--- src/rtl/song_pkg.sv ---
// Shared types, note pitch table and divisor helpers for the song sequencer.
package song_pkg;

  localparam int unsigned NOTE_W     = 4;
  localparam int unsigned DIV_W      = 15;
  localparam int unsigned ENTRY_W    = 3 * NOTE_W;
  localparam int unsigned ADDR_W     = 8;
  localparam int unsigned NUM_DIGITS = 7;

  typedef enum logic [1:0] {
    ST_IDLE  = 2'd0,
    ST_PLAY  = 2'd1,
    ST_PAUSE = 2'd2,
    ST_DONE  = 2'd3
  } state_e;

  typedef struct packed {
    logic [NOTE_W-1:0] high;
    logic [NOTE_W-1:0] med;
    logic [NOTE_W-1:0] low;
  } note_t;

  // Middle-octave half-periods minus one at 6 MHz, digits 1..7 (C4..B4).
  localparam logic [DIV_W-1:0] MED_DIV [NUM_DIGITS] = '{
    15'd11449, 15'd10199, 15'd9086, 15'd8577, 15'd7644, 15'd6817, 15'd6072
  };

  function automatic logic digit_ok(input logic [NOTE_W-1:0] d);
    return (d != '0) && (d <= NOTE_W'(NUM_DIGITS));
  endfunction

  // Keeps a note only if exactly one field holds a legal digit; anything else is a rest.
  function automatic note_t note_clean(input note_t n);
    note_t r;
    r = '0;
    if (n.med == '0 && n.low == '0 && digit_ok(n.high)) begin
      r.high = n.high;
    end else if (n.high == '0 && n.low == '0 && digit_ok(n.med)) begin
      r.med = n.med;
    end else if (n.high == '0 && n.med == '0 && digit_ok(n.low)) begin
      r.low = n.low;
    end
    return r;
  endfunction

  // Expects a cleaned note; low doubles the middle period, high halves it.
  function automatic logic [DIV_W-1:0] note_divisor(input note_t n);
    logic [NOTE_W-1:0] digit;
    logic [2:0]        idx;
    logic [DIV_W:0]    period;
    digit = n.high | n.med | n.low;
    if (digit == '0) begin
      return '0;
    end
    idx    = 3'(digit - NOTE_W'(1));
    period = (DIV_W+1)'(MED_DIV[idx]) + (DIV_W+1)'(1);
    if (n.low != '0) begin
      return DIV_W'({period, 1'b0} - (DIV_W+2)'(1));
    end
    if (n.high != '0) begin
      return DIV_W'((period >> 1) - (DIV_W+1)'(1));
    end
    return MED_DIV[idx];
  endfunction

endpackage

--- src/rtl/song_rom.sv ---
// Combinational song table; entries are {high, med, low} digit triples.
module song_rom
  import song_pkg::*;
#(
  parameter int unsigned SONG_LEN = 64
) (
  input  logic [ADDR_W-1:0]  addr,
  output logic [ENTRY_W-1:0] entry
);

  // Addresses at or beyond SONG_LEN read as rest.
  always_comb begin
    entry = '0;
    if (32'(addr) < SONG_LEN) begin
      case (addr)
        8'd0:    entry = 12'h010;
        8'd1:    entry = 12'h006;
        8'd2:    entry = 12'h300;
        8'd3:    entry = 12'h000;
        8'd4:    entry = 12'h030;
        8'd5:    entry = 12'h050;
        8'd6:    entry = 12'h100;
        8'd7:    entry = 12'h000;
        8'd8:    entry = 12'h005;
        8'd9:    entry = 12'h070;
        8'd10:   entry = 12'h050;
        8'd11:   entry = 12'h000;
        8'd12:   entry = 12'h200;
        8'd13:   entry = 12'h060;
        8'd14:   entry = 12'h010;
        default: entry = 12'h000;
      endcase
    end
  end

endmodule

--- src/rtl/song_sequencer.sv ---
// Beat-paced note sequencer: walks the song ROM one entry per beat and
// presents the current note as octave digits plus a tone half-period divisor.
module song_sequencer
  import song_pkg::*;
#(
  parameter int unsigned BEAT_DIV = 1500000,
  parameter int unsigned SONG_LEN = 64,
  parameter int unsigned LOOP     = 0
) (
  input  logic              clk_6MHz,
  input  logic              rst,
  input  logic              start,
  input  logic              pause,
  output logic [NOTE_W-1:0] high,
  output logic [NOTE_W-1:0] med,
  output logic [NOTE_W-1:0] low,
  output logic [DIV_W-1:0]  divisor,
  output logic              beat,
  output logic              playing,
  output logic              done
);

  localparam int unsigned       CNT_W     = (BEAT_DIV > 1) ? $clog2(BEAT_DIV) : 1;
  localparam logic [CNT_W-1:0]  CNT_LAST  = CNT_W'(BEAT_DIV - 1);
  localparam logic [ADDR_W-1:0] ADDR_LAST = ADDR_W'(SONG_LEN - 1);

  state_e             state_q, state_d;
  logic [ADDR_W-1:0]  addr_q, addr_d;
  logic [CNT_W-1:0]   cnt_q, cnt_d;
  note_t              note_q, note_d;
  logic [DIV_W-1:0]   div_q, div_d;
  logic               beat_q, beat_d;
  logic               playing_q, playing_d;
  logic               done_q, done_d;

  logic [ENTRY_W-1:0] rom_entry;
  note_t              rom_note;
  logic               advance;

  song_rom #(.SONG_LEN(SONG_LEN)) u_rom (
    .addr  (addr_q),
    .entry (rom_entry)
  );

  assign rom_note = note_clean(note_t'(rom_entry));

  always_comb begin
    state_d = state_q;
    addr_d  = addr_q;
    cnt_d   = cnt_q;
    note_d  = note_q;
    div_d   = div_q;
    beat_d  = 1'b0;
    advance = 1'b0;

    case (state_q)
      ST_IDLE, ST_DONE: begin
        if (start) begin
          state_d = ST_PLAY;
          addr_d  = '0;
          cnt_d   = '0;
        end
      end
      ST_PLAY: begin
        if (start) begin
          addr_d = '0;
          cnt_d  = '0;
        end else if (pause) begin
          state_d = ST_PAUSE;
        end else begin
          advance = 1'b1;
        end
      end
      ST_PAUSE: begin
        if (start) begin
          state_d = ST_PLAY;
          addr_d  = '0;
          cnt_d   = '0;
        end else if (!pause) begin
          state_d = ST_PLAY;
          advance = 1'b1;
        end
      end
      default: state_d = ST_IDLE;
    endcase

    // Resume edge also counts, so a pause never shortens or stretches the beat.
    if (advance) begin
      if (cnt_q == CNT_LAST) begin
        cnt_d  = '0;
        beat_d = 1'b1;
        if (addr_q != ADDR_LAST) begin
          addr_d = addr_q + ADDR_W'(1);
        end else if (LOOP != 0) begin
          addr_d = '0;
        end else begin
          state_d = ST_DONE;
        end
      end else begin
        cnt_d = cnt_q + CNT_W'(1);
      end
    end

    // Fresh starts show a rest for one cycle rather than a stale address.
    case (state_d)
      ST_PLAY: begin
        if (state_q == ST_PLAY || state_q == ST_PAUSE) begin
          note_d = rom_note;
          div_d  = note_divisor(rom_note);
        end else begin
          note_d = '0;
          div_d  = '0;
        end
      end
      ST_PAUSE: div_d = '0;
      default: begin
        note_d = '0;
        div_d  = '0;
      end
    endcase

    playing_d = (state_d == ST_PLAY);
    done_d    = (state_d == ST_DONE);
  end

  always_ff @(posedge clk_6MHz or negedge rst) begin
    if (!rst) begin
      state_q   <= ST_IDLE;
      addr_q    <= '0;
      cnt_q     <= '0;
      note_q    <= '0;
      div_q     <= '0;
      beat_q    <= 1'b0;
      playing_q <= 1'b0;
      done_q    <= 1'b0;
    end else begin
      state_q   <= state_d;
      addr_q    <= addr_d;
      cnt_q     <= cnt_d;
      note_q    <= note_d;
      div_q     <= div_d;
      beat_q    <= beat_d;
      playing_q <= playing_d;
      done_q    <= done_d;
    end
  end

  assign high    = note_q.high;
  assign med     = note_q.med;
  assign low     = note_q.low;
  assign divisor = div_q;
  assign beat    = beat_q;
  assign playing = playing_q;
  assign done    = done_q;

endmodule

--- config.mk ---
export PLATFORM = sky130hd
export DESIGN_NAME = song_sequencer
export DESIGN_NICKNAME = d
export VERILOG_FILES = /design/src/rtl/song_pkg.sv /design/src/rtl/song_rom.sv /design/src/rtl/song_sequencer.sv
export SDC_FILE = /design/constraint.sdc
export NUM_CORES = 1
export LEC_CHECK = 0
export CORE_MARGIN = 1.5
export CORE_UTILIZATION = 43
export CTS_CLUSTER_SIZE = 14
export DETAILED_ROUTE_END_ITERATION = 8
export GPL_TIMING_DRIVEN = 0
export PLACE_DENSITY = 0.66
export SLEW_MARGIN = 20
export SYNTH_ARGS = -nofsm -noshare
export SYNTH_HDL_FRONTEND = slang
export SYNTH_SLANG_ARGS = --single-unit
--- constraint.sdc ---
create_clock -name clk_6MHz -period 7.4 [get_ports clk_6MHz]
set_input_delay 1.48 -clock clk_6MHz [delete_from_list [all_inputs] [get_ports clk_6MHz]]
set_output_delay 1.48 -clock clk_6MHz [all_outputs]
set_load 0.01 [all_outputs]
==> results.ini, run 1 <==
[worst_setup_path]
required_ns=7.67
cp-start-kind=flip-flop
end_kind=flip-flop
critPathMaxStageDelay_ns=0.61
crit_top_cell=ha_1
timing.critical_path.buf_inv=7
critPathKind=reg -> reg
crit_chain=inv_1 -> ha_1 -> clkbuf_1 -> mux4_2 -> o31ai_1 -> and2_1 -> inv_2 -> buf_1 -> ha_1 -> clkbuf_1 -> a211oi_2 -> or4b_4 -> and4_4 -> buf_6 -> nand2_1 -> o21ai_0 -> ha_1 -> o21ai_2 -> nor3_1 -> or3b_4 -> and4_4 -> buf_6 -> a41oi_1 -> o2111a_1
crit_arrival_ns=7.01
crit_fanout=12
crit_family=simple AND/OR/NAND/NOR gates
cp_slowest_cell=mux4_2

[power_and_ir_drop]
p_int_uw=617
power.total_uw=957
power.switching_uw=340
seq_power_share=0.377
pwr-share-clk=0.316
p_comb_frac=0.308
irDropWorstVdd_mv=0.0815
p_leak_uw=0.00191
switching_share=0.355
p_per_area_nw_per_um2=208

[yosys]
syn_area_per_cell_sq_um=8.57
async_flop_share=1.00
ys.flop_type=dfrtp_1
synth_edf_count=0
synthCells=463
synth_warnings=0
ys_ff_latch=57
yosysSeqAreaShare=0.359
synth_area_sq_um=3970
synthDistinctLibCells=67

[detailed_routing]
drtIter0Drc=375
drt_wl_total_um=10500
vias_per_cell=6.02
drtAntennaViolNets=0
num_vias=3725
dr.pass1.iters=5
wl_per_cell_um=17.0
drc=0

[die]
design.die.area_sq_um=9820
fp.dieH_um=99.1
start_util=0.449
core_area_sq_um=8850
die_x_um=99.1
num_io_pins=34
rows=34

[finish]
fin_nets=524
drive_gt1_frac=0.0959
diodes=0
mostFrequentLayoutCells=dfrtp_1 (57), nand2_1 (48), o21ai_0 (38), nor2_1 (38), clkdlybuf4s50_1 (28)
final_common_cell=dfrtp_1
syn_to_final_growth_pct=16.1

[cts]
cts_max_level=3
cts_sinks=57
cts_tree=done
cts.clk_slew.worst_paths_ns=0.08
worstSkewPairLatency_ns=0.35
cts_buffer_depth=2
root_buffer=clkbuf_8
cts_buffers=9

[placement]
gp_congestion=0.934
port_buffers=29
dp_worst_setup_slack_ns=0.617
dp_hpwl_um=7440

[sta]
finalCriticalPeriod_ns=6.74
setup_tns_ns=0
final_hold_viol_count=0
max_freq_ghz=0.148
max_slew.worst_pin.slew_ns=0.895
grt_setup_unrepaired=false
setup_viol=0
setup_ws_ns=0.656
slew_viol_final=0
period_share=0.911
clock_skew_ns=0.0193
slew_headroom=0.399

[grt]
grt_pass1_wl_um=17700
grt_antenna_before_repair=0
grt_pass1_vias=3494
grtUsageMet2=0.347
grt_util_met1=0.326
busiest_layer=met2
grt_overflow=0
grt_usage=0.225
met3_usage=0.0348
grt_max_degree=58

[status]
outcome=finished, final reports clean

[hold_path]
min_path_type=reg -> reg

[job]
maxCapViolations=0

==> cells by family after synthesis <==
logic type | synth area share
AOI/OAI and AO/OA | 0.240
xor gates and xnor gates | 0.0419
adders and majority gates | 0.0441
buffers and inverters | 0.0526
DFF | 0.359
muxes | 0.0189
other | 0.000945
and+or+nand+nor | 0.242
==> per-layer routing <==
layer | up-vias | part of all wire
met2 | 124 | 0.45
met4 | 0 | 0.012
met3 | 11 | 0.064
met1 | 1794 | 0.48
met5 | - | 0
li1 | 1796 | -
==> through the flow <==
stage / cell area, sq um / util / hold slack, ns / cells
2_1_floorplan: 3980 / - / 0.458 / 466
3_3_place_gp: 4410 / 0.498 / 0.467 / 603
3_5_place_dp: 4400 / 0.498 / 0.466 / 603
4_1_cts: 4600 / 0.520 / 0.490 / 619
5_1_grt: 4610 / 0.521 / 0.507 / 619
6_report: 4610 / 0.521 / 0.483 / 619
==> power by group through the flow <==
stage	Combinational (uW)	Sequential, uW	Clock (uW)
finish	294	361	302
global route	327	366	320
CTS	295	361	308
detailed placement	293	367	0
global placement	285	366	0
floorplan	172	376	0
==> tightest hold or removal path, cell delays in order, from the launching register on <==
cell	delay, ns
dfrtp_1	0.34
nand2_1	0.05
o41ai_1	0.06
==> final cells by class <==
cell class	instances	area, sq um
fillers	842	4240
clock buffers	10	128
plain buffers	30	153
well taps	108	135
inverters	15	56.3
repair buffers	29	288
multi-input cells	364	2360
flip-flops and latches	57	1430
clock inverters	6	67.6
==> registers in the layout (all words and copies together) (netlist names) <==
name and flops:
done 1, high 2, cnt_q 21, divisor 15, beat 1, state_q 2
med 3, low 3, playing 1, addr_q 8
==> path summary, 6_finish.rpt <==
| kind | startpoint | to | slack, ns | depth (start not counted) |
|---|---|---|---|---|
| worst max-delay path | addr_q[0]$_DFF_PN0_ | divisor[14]$_DFF_PN0_ | 0.66 | 24 |
| worst min register to register | low[1]$_DFFE_PN0P_ | low[1]$_DFFE_PN0P_ | 0.48 | 2 |
| worst min-delay path | low[1]$_DFFE_PN0P_ | low[1]$_DFFE_PN0P_ | 0.48 | 2 |
| min in group asynchronous | rst | cnt_q[12]$_DFFE_PN0P_ | 1.19 | 1 |
| max in group asynchronous | rst | divisor[13]$_DFF_PN0_ | 5.74 | 1 |
| worst max register to register | addr_q[0]$_DFF_PN0_ | divisor[14]$_DFF_PN0_ | 0.66 | 24 |
==> repair_timing <==
| item | in CTS | in global routing |
|---|---|---|
| gates resized for setup | 0 | 1 |
| hold buffers | 0 | 0 |
| setup endpoints to repair | 0 | 1 |
| buffers inserted | 0 | 0 |
==> Yosys cell counts (5+ instances only) <==
library cell / number / area (sq um)
a211oi_1: 7 / 52.6
a21oi_1: 24 / 120
a32o_1: 5 / 50.1
and3_1: 12 / 75.1
clkbuf_1: 20 / 75.1
dfrtp_1: 57 / 1430
ha_1: 14 / 175
inv_1: 13 / 48.8
nand2_1: 48 / 180
nand2b_1: 6 / 37.5
nand3_1: 21 / 105
nand4_1: 8 / 50.1
nor2_1: 38 / 143
nor2b_1: 8 / 50.1
nor3_1: 11 / 55.1
nor4_1: 6 / 37.5
o21ai_0: 38 / 190
o31ai_1: 12 / 90.1
xnor2_1: 6 / 52.6
xor2_1: 13 / 114
No activity file was read; power rests on OpenSTA's default activity.
==> run 2, diff against run 1 <==
==> constraint.sdc (replaced) <==
create_clock -name clk_6MHz -period 8 [get_ports clk_6MHz]
set_input_delay 1.6 -clock clk_6MHz [delete_from_list [all_inputs] [get_ports clk_6MHz]]
set_output_delay 1.6 -clock clk_6MHz [all_outputs]
set_load 0.01 [all_outputs]
==> run 2 against run 1 <==
Compared with the run above:
- combinational power down 7.1%
- clock skew is 0.0011 ns higher
- critical path type unchanged
- power shrank 7.4%
==> results.ini, run 2 (same netlist as run 1, synthesis figures left out) <==
[hold_path]
hold_depth=2
min_path_type=reg -> reg

[finish]
final_common_cell=dfrtp_1
regMostFlops=cnt_q
mostFrequentLayoutCells=dfrtp_1 (57), nand2_1 (48), o21ai_0 (38), nor2_1 (38), clkdlybuf4s50_1 (28)
syn_to_final_growth_pct=16.0
drive_gt1_frac=0.0939
diodes=0
largest_register_ffs=21
fin_nets=524

[sta]
finalCriticalPeriod_ns=6.95
max_freq_ghz=0.144
holdWs_ns=0.483
setup_tns_ns=0
grt_setup_unrepaired=false
slew_viol_final=0
period_share=0.868
clock_skew_ns=0.0204
slew_headroom=0.402
final_hold_viol_count=0
max_slew.worst_pin.slew_ns=0.890
setup_viol=0

[cts]
cts_buffer_depth=2
post_cts.repair.setup_buffers=0
cts_tree=done
cts.clk_slew.worst_paths_ns=0.08
cts_buffers=9
cts_sinks=57
ctsResizeCount=0
worstSkewPairLatency_ns=0.35
hold_buffers=0
cts_max_level=3
root_buffer=clkbuf_8

[worst_setup_path]
crit_chain=inv_1 -> ha_1 -> clkbuf_1 -> mux4_2 -> o31ai_1 -> and2_1 -> inv_2 -> buf_1 -> ha_1 -> clkbuf_1 -> a211oi_2 -> or4b_4 -> and4_4 -> buf_6 -> nand2_1 -> o21ai_0 -> ha_1 -> o21ai_1 -> nor3_1 -> or3b_4 -> and4_4 -> buf_6 -> a41oi_1 -> o2111a_1
cp_slowest_cell=mux4_2
cp-start-kind=flip-flop
crit_top_cell=ha_1
end_kind=flip-flop
crit_fanout=12
crit_arrival_ns=7.21
required_ns=8.27
critPathKind=reg -> reg
critPathMaxStageDelay_ns=0.61
reg2regPathDepth=24

[power_and_ir_drop]
power.total_uw=887
p_int_uw=571
p_comb_frac=0.308
seq_power_share=0.376
power.switching_uw=316
irDropWorstVdd_mv=0.0748
p_per_area_nw_per_um2=193
pwr-share-clk=0.316
switching_share=0.356
p_leak_uw=0.00191

[detailed_routing]
vias_per_cell=6.01
dr.pass1.iters=5
drtAntennaViolNets=0
drt_wl_total_um=10600
num_vias=3720
wl_per_cell_um=17.1
drtIter0Drc=312
drc=0

[grt]
grt_max_degree=58
grt_usage=0.225
grt_antenna_before_repair=0
grt_pass1_vias=3494
grt_pass1_wl_um=17700
grt_overflow=0

[die]
start_util=0.449
rows=34
design.die.area_sq_um=9820
fp.dieH_um=99.1
core_area_sq_um=8850
num_io_pins=34
die_x_um=99.1

[job]
maxCapViolations=0

[status]
outcome=finished, final reports clean

[placement]
port_buffers=29
dp_hpwl_um=7440
gp_congestion=0.934

run 2: cell counts in the layout (fill, tap and decap cells not counted):
Identical to the previous run, type by type.
run 2: power by group through the flow:
stage / sequential (uW) / combinational (uW) / clock (uW)
6_report: 334 / 273 / 280
5_1_grt: 338 / 302 / 296
4_1_cts: 334 / 273 / 285
3_5_place_dp: 339 / 271 / 0
3_3_place_gp: 339 / 264 / 0
2_1_floorplan: 348 / 159 / 0
run 2: worst max-delay path, delay by kind of cell (launching register included):
kind            cells  cell delay [ns]
mux                 1             0.61
compound gates      6             1.77
fa+ha+maj           3             0.93
simple gates        7             1.86
flops               1             0.44
buf+inv             7             1.25
run 2: per-stage QoR:
step | std cells | utilization | instance area [sq um] | setup slack [ns]
6_report | 619 | 0.521 | 4610 | 1.05
5_1_grt | 619 | 0.521 | 4610 | 0.581
4_1_cts | 619 | 0.520 | 4600 | 1.16
3_5_place_dp | 603 | 0.498 | 4400 | 1.22
3_3_place_gp | 603 | 0.498 | 4410 | 1.20
2_1_floorplan | 466 | - | 3980 | 2.26
run 2: area by class of cell:
class,instances,area [sq um]
multi-input cells,364,2350
fillers,843,4240
inverters,15,56.3
clock inverters,6,67.6
repair buffers,29,288
flip-flops and latches,57,1430
well taps,108,135
plain buffers,30,153
clock buffers,10,128
run 2: final timing paths:
check                                    startpoint               endpoint  slack, ns
worst max register to register  addr_q[0]$_DFF_PN0_  divisor[14]$_DFF_PN0_       1.05
worst min-delay path             low[1]$_DFFE_PN0P_     low[1]$_DFFE_PN0P_       0.48
min in group asynchronous                       rst  cnt_q[12]$_DFFE_PN0P_       1.31
worst max-delay path            addr_q[0]$_DFF_PN0_  divisor[14]$_DFF_PN0_       1.05
worst min register to register   low[1]$_DFFE_PN0P_     low[1]$_DFFE_PN0P_       0.48
max in group asynchronous                       rst  divisor[13]$_DFF_PN0_       6.23
run 2: metal layers:
metal	GRT usage	wire [um]	vias to the layer above	share of wire
li1	-	-	1796	-
met1	0.326	5010	1781	0.47
met2	0.347	4720	128	0.45
met3	0.0348	687	15	0.065
met4	0.0704	142	0	0.013
met5	0	0	-	0
